`src/rtl/cmp_share_arbiter.sv`:
```
// Round-robin arbiter that time-shares one unsigned magnitude comparator
// among N_REQ requesters; results come back registered with a done pulse and requester ID.
module cmp_share_arbiter #(
  parameter int N_REQ = 4,
  parameter int WIDTH = 8,
  parameter int ID_W  = $clog2(N_REQ)
) (
  input  logic                   clk,
  input  logic                   rst_n,
  input  logic [N_REQ-1:0]       req,
  input  logic [N_REQ*WIDTH-1:0] a_in,
  input  logic [N_REQ*WIDTH-1:0] b_in,
  output logic [N_REQ-1:0]       gnt,
  output logic                   done,
  output logic [ID_W-1:0]        done_id,
  output logic                   eq,
  output logic                   lt
);

  typedef enum logic [1:0] {
    IDLE = 2'd0,
    EVAL = 2'd1,
    RESP = 2'd2
  } state_t;

  localparam int IDX_W = ID_W + 1;
  localparam logic [IDX_W-1:0] NREQ_C = IDX_W'(N_REQ);

  state_t            state_r, state_s;
  logic [N_REQ-1:0]  gnt_r, gnt_s;
  logic              done_r, done_s;
  logic [ID_W-1:0]   done_id_r, done_id_s;
  logic              eq_r, eq_s;
  logic              lt_r, lt_s;
  logic [WIDTH-1:0]  a_r, a_s;
  logic [WIDTH-1:0]  b_r, b_s;
  logic [ID_W-1:0]   cur_id_r, cur_id_s;
  logic [ID_W-1:0]   ptr_r, ptr_s;

  logic              found_s;
  logic [ID_W-1:0]   win_s;
  logic [IDX_W-1:0]  idx_s;
  logic [IDX_W-1:0]  nxt_s;
  logic              cmp_eq_s;
  logic              cmp_lt_s;

  // Shared comparator works only on the latched operands, never on a_in/b_in.
  assign cmp_eq_s = (a_r == b_r);
  assign cmp_lt_s = (a_r <  b_r);

  // Round-robin search: first requester at or after ptr_r, wrapping modulo N_REQ.
  always_comb begin
    found_s = 1'b0;
    win_s   = '0;
    idx_s   = '0;
    for (int i = 0; i < N_REQ; i++) begin
      idx_s = {1'b0, ptr_r} + IDX_W'(i);
      if (idx_s >= NREQ_C) begin
        idx_s = idx_s - NREQ_C;
      end else begin
        idx_s = idx_s;
      end
      if (!found_s && req[idx_s[ID_W-1:0]]) begin
        found_s = 1'b1;
        win_s   = idx_s[ID_W-1:0];
      end else begin
        found_s = found_s;
      end
    end
    nxt_s = {1'b0, win_s} + {{ID_W{1'b0}}, 1'b1};
    if (nxt_s >= NREQ_C) begin
      nxt_s = '0;
    end else begin
      nxt_s = nxt_s;
    end
  end

  // Next-state and next-output logic for the IDLE -> EVAL -> RESP cycle.
  always_comb begin
    state_s   = state_r;
    gnt_s     = '0;
    done_s    = 1'b0;
    done_id_s = done_id_r;
    eq_s      = eq_r;
    lt_s      = lt_r;
    a_s       = a_r;
    b_s       = b_r;
    cur_id_s  = cur_id_r;
    ptr_s     = ptr_r;
    case (state_r)
      IDLE: begin
        if (found_s) begin
          gnt_s    = {{(N_REQ-1){1'b0}}, 1'b1} << win_s;
          a_s      = a_in[int'(win_s)*WIDTH +: WIDTH];
          b_s      = b_in[int'(win_s)*WIDTH +: WIDTH];
          cur_id_s = win_s;
          ptr_s    = nxt_s[ID_W-1:0];
          state_s  = EVAL;
        end else begin
          state_s  = IDLE;
        end
      end
      EVAL: begin
        eq_s      = cmp_eq_s;
        lt_s      = cmp_lt_s;
        done_s    = 1'b1;
        done_id_s = cur_id_r;
        state_s   = RESP;
      end
      RESP: begin
        state_s = IDLE;
      end
      default: begin
        state_s = IDLE;
      end
    endcase
  end

  // State and datapath registers; async reset aborts any transaction in flight.
  always_ff @(posedge clk or negedge rst_n) begin
    if (!rst_n) begin
      state_r   <= IDLE;
      gnt_r     <= '0;
      done_r    <= 1'b0;
      done_id_r <= '0;
      eq_r      <= 1'b0;
      lt_r      <= 1'b0;
      a_r       <= '0;
      b_r       <= '0;
      cur_id_r  <= '0;
      ptr_r     <= '0;
    end else begin
      state_r   <= state_s;
      gnt_r     <= gnt_s;
      done_r    <= done_s;
      done_id_r <= done_id_s;
      eq_r      <= eq_s;
      lt_r      <= lt_s;
      a_r       <= a_s;
      b_r       <= b_s;
      cur_id_r  <= cur_id_s;
      ptr_r     <= ptr_s;
    end
  end

  assign gnt     = gnt_r;
  assign done    = done_r;
  assign done_id = done_id_r;
  assign eq      = eq_r;
  assign lt      = lt_r;

endmodule

```
`config.mk`:
```
export PLATFORM = sky130hd
export DESIGN_NAME = cmp_share_arbiter
export DESIGN_NICKNAME = d
export VERILOG_FILES = /design/src/rtl/cmp_share_arbiter.sv
export SDC_FILE = /design/constraint.sdc
export NUM_CORES = 1
export LEC_CHECK = 0
export ABC_CLOCK_PERIOD_IN_PS = 2200
export CORE_ASPECT_RATIO = 2
export CORE_MARGIN = 1
export CORE_UTILIZATION = 40
export DETAILED_ROUTE_END_ITERATION = 7
export PLACE_DENSITY = 0.83
export RECOVER_POWER = 50
export SLEW_MARGIN = 25
export SYNTH_ARGS = -nofsm -noshare
export SYNTH_HDL_FRONTEND = slang
export SYNTH_SLANG_ARGS = --single-unit
```
`constraint.sdc`:
```
create_clock -name clk -period 2.2 [get_ports clk]
set_clock_uncertainty 0.2 [all_clocks]
set_input_delay 0.33 -clock clk [delete_from_list [all_inputs] [get_ports clk]]
set_output_delay 0.33 -clock clk [all_outputs]
set_load 0.005 [all_outputs]
```
After elaboration in Yosys (flattened, before gate mapping). Cells that the tools add are included.

Add/sub/neg operators: 8. Magnitude comparators: 10. Eq/ne operators: 2. Shift operators: 3. Mux-type cells: 26. Reductions and logical operators: 8.

Operators with widths (number): variable part select 32 x 6 -> 8 bit (2); two-way mux 2 bit (9); greater-or-equal comparator 3 bit (second input constant) (4); < comparator 2 x 3 -> 1 bit (second input constant) (4); two-way mux 1 bit (10); binary-select mux 1 bit (select 2 bit) (4); == test 8 bit (1); < comparator 8 bit (1); two-way mux 4 bit (2); subtractor 2 x 1 -> 2 bit (second input constant) (4); adder 2 x 1 -> 3 bit (second input constant) (2); adder 2 x 2 -> 3 bit (second input constant) (2); one-hot mux 2 bit (2 select lines) (1); << shifter 1 x 2 -> 4 bit (first input constant) (1); greater-or-equal comparator 2 x 3 -> 1 bit (second input constant) (1); logical AND 1 bit (3); logical NOT 1 bit (3); == test 2 x 1 -> 1 bit (second input constant) (1); logical NOT 2 bit (1); AND reduction 2 bit (1).

Register bits after elaboration: 31. Bits of input ports: 70. Output and inout bits: 9. Logic and storage cells: 67.

Logic depth before layout (Yosys ltp).
Depth in word-level cells: 17. Gate-level depth with buffers: 8. Mapped depth without buffers: 7.

Worst setup path after synthesis. Ideal clock, no wire load.

Kind: register -> register. From: register ptr_r[0]. To: register ptr_r[1]. Library setup time: 117 ps. Data arrival time: 1502 ps. Data required time: 1883 ps. Slack: 381 ps. Stages on the path, launching flop included: 9. Buffers on the path: 1. Period minus slack after synthesis: 1819 ps. Cells stage by stage: dfrtp_1 nor2b_1 nor2_1 o221ai_4 buf_4 inv_1 ha_1 nand2_1 nand2_1.

Word-level cells in the longest chain between the ends: 17. Elaborated cells on any way between the ends: 41. Those cells by class: add/sub: 8; order compare: 5; mux: 21; reduce/logical: 7.

RTL lines: start: declaration (RTL line 38) `logic [ID_W-1:0] ptr_r, ptr_s;`; start signal: assignment (RTL line 142) `ptr_r <= ptr_s;`; branches (longest 13 deep; another with adder 2 x 1 -> 3 bit); two-way mux 2 bit (*) (RTL line 63) `if (!found_s && req[idx_s[ID_W-1:0]]) begin`; adder 2 x 1 -> 3 bit (*) (RTL line 70) `nxt_s = {1'b0, win_s} + {{ID_W{1'b0}}, 1'b1};`; greater-or-equal comparator 3 bit (RTL line 71) `if (nxt_s >= NREQ_C) begin`; two-way mux 2 bit (*) (RTL line 71); net nxt_s[1] (RTL line 43) `logic [IDX_W-1:0] nxt_s;`.

Mark *: on every way through the listed nets, which the timed path passes. The select of a mux whose other input is x is not followed. A chain may end at the register's enable or synchronous reset.

Worst setup path after layout.
From: input req[1]. To: register b_r[4].

Word-level cells in the longest chain between the ends: 13. Elaborated cells on any way between the ends: 24. Those cells by class: shift: 1; mux: 16; reduce/logical: 7.

RTL lines: start: declaration (RTL line 10) `input logic [N_REQ-1:0] req,`; binary-select mux 1 bit (select 2 bit) (RTL line 63); two-way mux 1 bit (implied by the code) (RTL line 63); two-way mux 1 bit (RTL line 63); logical NOT 1 bit (RTL line 63); logical AND 1 bit (RTL line 63); two-way mux 1 bit (RTL line 63); logical NOT 1 bit (RTL line 63); logical AND 1 bit (RTL line 63); two-way mux 1 bit (RTL line 63); logical NOT 1 bit (RTL line 63); logical AND 1 bit (RTL line 63); two-way mux 2 bit / two-way mux 1 bit (equally long branches) (RTL line 63); variable part select 32 x 6 -> 8 bit / AND reduction 2 bit (equally long branches); end signal: assignment (RTL line 140) `b_r <= b_s;`; end: declaration (RTL line 36) `logic [WIDTH-1:0] b_r, b_s;`.

Several ways; a longest one is shown, not always the timed one. The select of a mux whose other input is x is not followed.

==> flow_metrics.env <==
export IMPL_status="finished clean"
export IMPL_clock_path_buffers=2
export IMPL_synthFlopType="dfrtp_1"
export IMPL_layout_common_cells="clkdlybuf4s50_1 (77), nand2_1 (32), mux2i_1 (32)"
export IMPL_p_leak_nw=1.34
export IMPL_antenna_found_initial=0
export IMPL_ctsResizeCount=0
export IMPL_post_route_period_util_pct=92.0
export IMPL_ant_nets=0
export IMPL_cpPeakStageDelay_ps=530
export IMPL_grt_pass1_wl_mm=7.54
export IMPL_ys_seq_elements=30
export IMPL_hold_violations=0
export IMPL_avgSynthCellArea_um2=10.7
export IMPL_place_congestion=0.794
export IMPL_endpoint_kind="flip-flop"
export IMPL_syn_nets=255
export IMPL_worst_slew_pin_slew_ps=754
export IMPL_grt_ovfl_total=0
export IMPL_core_area_mm2=0.00455
export IMPL_routed_wl_mm=4.65
export IMPL_slew_headroom_pct=49.7
export IMPL_synthCells=176
export IMPL_start_kind="input port"
export IMPL_slowest_stage="clkdlybuf4s50_1"
export IMPL_crit_required_ps=2140
export IMPL_drt_iter0_markers=14
export IMPL_yosys_warnings=0
export IMPL_ctsHoldBuffers=0
export IMPL_vias_per_cell=5.20
export IMPL_io_pins=79
export IMPL_power_mw=3.43
export IMPL_rows=35
export IMPL_clock_sinks=30
export IMPL_first_pass_iters=6
export IMPL_drv_cap=0
export IMPL_postCtsSetupBuffers=0
export IMPL_cts_buffers=5
export IMPL_routed_via_count=1679
export IMPL_cp_num_buf_inv=2
export IMPL_ctsHtreeMaxLevel=2
export IMPL_synthArstFlopShare_pct=100
export IMPL_power_per_cell_area_mw_per_mm2=1170
export IMPL_nFillCells=388
export IMPL_portBuffers=78
export IMPL_root_buffer="clkbuf_8"
export IMPL_arrival_ps=1970
export IMPL_worst_setup_path_type="in2reg"
export IMPL_syn_to_final_growth_pct=55.2
export IMPL_crit_chain="clkdlybuf4s50_1 > nor2b_1 > a21boi_1 > o32ai_4 > inv_2 > nand2_4 > o221ai_1"
export IMPL_die_width_um=50.5
export IMPL_drc=0
export IMPL_cts_tree="yes"
export IMPL_avgRoutedWirePerCell_um=14.4
export IMPL_fin_nets=346
export IMPL_crit_cells=7
export IMPL_drive_above_1_share_pct=14.9
export IMPL_die_area_mm2=0.00501
export IMPL_grt_max_degree=33
export IMPL_synth_edff_count=0
export IMPL_initial_core_util_pct=41.4
export IMPL_drv_slew=0
export IMPL_finalSetupTns_ps=0
export IMPL_diodes=0
export IMPL_ir_worst_vdd_uv=718
export IMPL_grt_pass1_vias=1749
export IMPL_hp_class="reg2reg"
export IMPL_setup_viol=0
export IMPL_max_freq_mhz=494
export IMPL_reg2reg_depth=6
export IMPL_hold_depth=2
export IMPL_track_usage_pct=20.3
export IMPL_critPathTopFamily="compound AO/OA/AOI/OAI gates"
export IMPL_rsz0062_at_grt="false"
export IMPL_netlist_cell_type_count=37
export IMPL_clock_latency_ps=290
export IMPL_dp_hpwl_mm=3.54
export IMPL_die_h_um=99.1
export IMPL_path_clk_slew_ps=70
export IMPL_min_period_ps=2020
export IMPL_crit_path_max_fanout=17
export IMPL_ys_seq_area_share_pct=39.8
export IMPL_mappedNetlistArea_mm2=0.00188
export IMPL_final_common_cell="clkdlybuf4s50_1"
[worst register-to-register path, cell delays in order (launching register included)]
cell and delay, ps:
dfrtp_1 390, and2b_1 230, buf_4 150, o32ai_4 270, inv_2 110, nand2_4 240, o221ai_1 180
[logic make-up (layout without fill, tap and decap cells)]
family                     Yosys count  after routing  share of synthesized area, %
adders and majority gates            9              9                          5.98
muxes                               32             32                          17.0
buffers and inverters               20            112                          5.78
and+or+nand+nor                     54             54                          13.3
AOI/OAI and AO/OA                   31             31                          18.1
DFF                                 30             30                          39.8
[worst paths after layout]
path,from,endpoint,slack (ps)
max,req[1],b_r[4],180
min,cur_id_r[0],cur_id_r[0],280
max reg2reg,ptr_r[0],b_r[4],290
min reg2reg,cur_id_r[0],cur_id_r[0],280
max in group asynchronous,rst_n,b_r[6],880
min in group asynchronous,rst_n,a_r[6],430
[cells in the mapped netlist (2+ instances only)]
| library cell | instances | area (um2) |
|---|---|---|
| dfrtp_1 | 30 | 751 |
| nor2b_1 | 3 | 18.8 |
| o221ai_2 | 10 | 150 |
| o21ai_0 | 4 | 20.0 |
| nand2_1 | 32 | 120 |
| ha_1 | 9 | 113 |
| nand3_1 | 4 | 20.0 |
| o221ai_1 | 6 | 52.6 |
| inv_1 | 11 | 41.3 |
| buf_4 | 3 | 22.5 |
| mux2i_1 | 32 | 320 |
| nor2_1 | 6 | 22.5 |
| buf_2 | 2 | 10.0 |
[registers in the layout, indices dropped and copies added, names as in the netlist]
signal / flops
done_id: 2
cur_id_r: 2
ptr_r: 2
done: 1
state_r: 1
eq: 1
lt: 1
a_r: 8
gnt: 4
b_r: 8
[final cells by class]
cell class | instances | area, um2 | share of cell area, %
clock buffers | 8 | 110 | 3.76
repair buffers | 91 | 918 | 31.4
well taps | 55 | 68.8 | 2.35
flip-flops and latches | 30 | 751 | 25.7
inverters | 13 | 50.0 | 1.71
multi-input cells | 126 | 1030 | 35.1
[metrics by stage]
stage / setup slack [ps] / hold slack, ps / std cells / util [%] / cell area (um2)
after floorplan: 381 / -166 / 176 / - / 1880
after global placement: -115 / 251 / 314 / 61.3 / 2790
after detailed placement: -171 / 268 / 314 / 61.3 / 2790
after CTS: 111 / 245 / 322 / 63.7 / 2900
after global routing: 45.6 / 303 / 323 / 64.2 / 2930
final: 176 / 282 / 323 / 64.2 / 2930
[layer usage]
layer | vias to the layer above | part of all wire [%] | GRT usage (%)
met2 | 51 | 60 | 37.9
met5 | - | 0 | 0
met1 | 795 | 34 | 20.4
met3 | 9 | 4.0 | 4.63
li1 | 824 | - | -
met4 | 0 | 2.1 | 9.19
[report_power, final]
group / leakage, nW / internal [mW] / switching [mW] / total [mW]
registers: 0.375 / 0.812 / 0.167 / 0.979
logic: 0.910 / 0.991 / 0.928 / 1.92
clock network: 0.0575 / 0.316 / 0.213 / 0.528
total: 1.34 / 2.12 / 1.31 / 3.43
(Power assumes the default switching activity.)
==> variant: new RTL, same flow settings <==
Set the parameter `WIDTH` to 9 (it was 8).
--- a/src/rtl/cmp_share_arbiter.sv
+++ b/src/rtl/cmp_share_arbiter.sv
@@ -2,7 +2,7 @@
 // among N_REQ requesters; results come back registered with a done pulse and requester ID.
 module cmp_share_arbiter #(
   parameter int N_REQ = 4,
-  parameter int WIDTH = 8,
+  parameter int WIDTH = 9,
   parameter int ID_W  = $clog2(N_REQ)
 ) (
   input  logic                   clk,
Ports: changed (resized a_in and b_in); port bits go from 79 to 87. No check against the original RTL was run, so the function may have changed too.
==> variant against the original RTL <==
  * Routed wire length rose by 24%
  * Synthesized cell count increased by 13%
  * Count of clock-buffer cells in the layout shrank 1
  * Area after synthesis up 6.4%
  * Fmax fell by 5.6%
  * Non-clock buffer count grew 11
  * Clock power increased by 17%
  * First-iteration DRC count grew to 2.7 times the old value
  * Sequential share of layout area fell by 0.41 points
  * Sequential cell count increased by 2
  * Worst setup slack got worse by 0.12 ns
  * Power up 10%
  * Design area grew 8.4%
==> variant: results (changes against the original RTL) <==
Layout
  – Layout cell share with drive strength beyond 1: 9.80% (-5.1 points)
  – Fillers: 402 (+3.6%)
  – Nets@finish: 383 (+11%)

Global route
  – Met1 usage: 21.2% (+0.87 points)
  – First-pass GRT wire length: 8760 um (+16%)
  – Initial antenna violation count: 0 (unchanged)
  – M3 GR Usage: 2.83% (-1.8 points)
  – Largest net degree at the start of global routing: 33 (unchanged)
  – Number of global-route vias before repair: 2006 (+15%)
  – Total GRT Usage: 22.8% (+2.4 points)
  – Remaining global-route overflow: 0 (unchanged)
  – Met2 Use GR: 43.3% (+5.3 points)

CTS
  – Clock Path Buffers: 2 (unchanged)
  – Clock Pin Slew Worst Setup and Hold Paths: 0.07 ns (about the same)
  – CTS H-tree lvls: 2 (unchanged)
  – Total CTS buffers: 5 (unchanged)

Yosys
  – Post-synthesis cell count: 199 (+13%)
  – Fraction of registers with async set/reset: 100% (unchanged)
  – Register area share after synthesis: 39.9% (+0.085 points)
  – Most frequent cells after synthesis: 37 x mux2i_1, 32 x dfrtp_1, 21 x nand2_1
  – Cell variety after synth: 29 (-22%)
  – Yosys warns: 0 (unchanged)
  – Largest cells by area after synthesis: dfrtp_1 40%, mux2i_1 18%, ha_1 6.2%
  – Syn Nets: 287 (+13%)
  – Top FF cell, synth: dfrtp_1

Route
  – Met3 WL post-DR: 140 um (-25%)
  – DR top layer: met4
  – Routed WL: 5760 um (+24%)
  – Pre-antenna DRT Iters: 4 (-2)
  – Iter 0 DRT Violations: 38 (+24)
  – Met2 wire length: 3440 um (+24%)
  – Detailed-route via count: 1931 (+15%)
  – Avg WL per Cell: 16.3 um (+13%)
  – M1 wire length: 1910 um (+21%)

Power and ir drop
  – P_clk: 0.617 mW (+17%)
  – Clock power share: 16.3% (+0.9 points)
  – Seq pwr: 1.02 mW (+4%)
  – Switching share of power: 37.5% (-0.63 points)
  – Cell leakage power: 1.45 nW (+8.0%)
  – Worst vdd ir: 0.000836 V (+16%)

Critical path
  – Critical-path maximum fanout: 12 (-5)
  – CP Launch Point: req[2]
  – R2R Setup Slk: 0.13 ns (-0.16 ns)
  – RR Startpoint: ptr_r[1]
  – Arrival time at the worst endpoint: 2.10 ns (+0.13 ns)
  – Critical path endpoint: a_r[7]

Place
  – Placer Congestion: 0.800 (+0.72%)
  – Post-DP HPWL: 4280 um (+21%)
  – DP Cell Count: 344 (+9.6%)
  – # port buffers: 86 (+10%)
  – Dpl ws: -0.285 ns (-0.114 ns)
  – Area post-placement: 3010 um2 (+8.0%)

Run status
  – Status: completed

Timing
  – WHS: 0.285 ns (+0.00327 ns)
  – Worst rel slew slack: 47.6% (-2.1 points)
  – Max Freq: 467 MHz (-5.6%)

Min path
  – Hold Crit Start: eq
  – Worst Hold Path EP: eq
==> variant: cells by family (layout without fill, tap and decap cells) <==
kind of cell | after synthesis | in the layout | share of synthesized area [%]
simple gates | 43 | 43 | 10.4
buf+inv | 28 | 125 | 7.36
compound gates | 47 | 47 | 16.5
fa+ha+maj | 10 | 10 | 6.24
mux | 39 | 39 | 19.6
flops | 32 | 32 | 39.9
==> variant: critical path, cell delays in order <==
cell and delay [ns]:
clkdlybuf4s50_1 0.52, or3b_4 0.42, o221ai_4 0.14, buf_12 0.21
mux2i_1 0.25, o31a_1 0.14, o21ai_0 0.09
==> variant: layout make-up <==
class / instances / area, um2 / area share, %
Clock buffer: 7 / 96.3 / 3.04
Clock inverter: 1 / 30.0 / 0.947
Inverter: 15 / 56.3 / 1.78
Multi-Input combinational cell: 139 / 1080 / 34.1
Sequential cell: 32 / 801 / 25.3
Tap cell: 57 / 71.3 / 2.25
Timing Repair Buffer: 102 / 1030 / 32.6
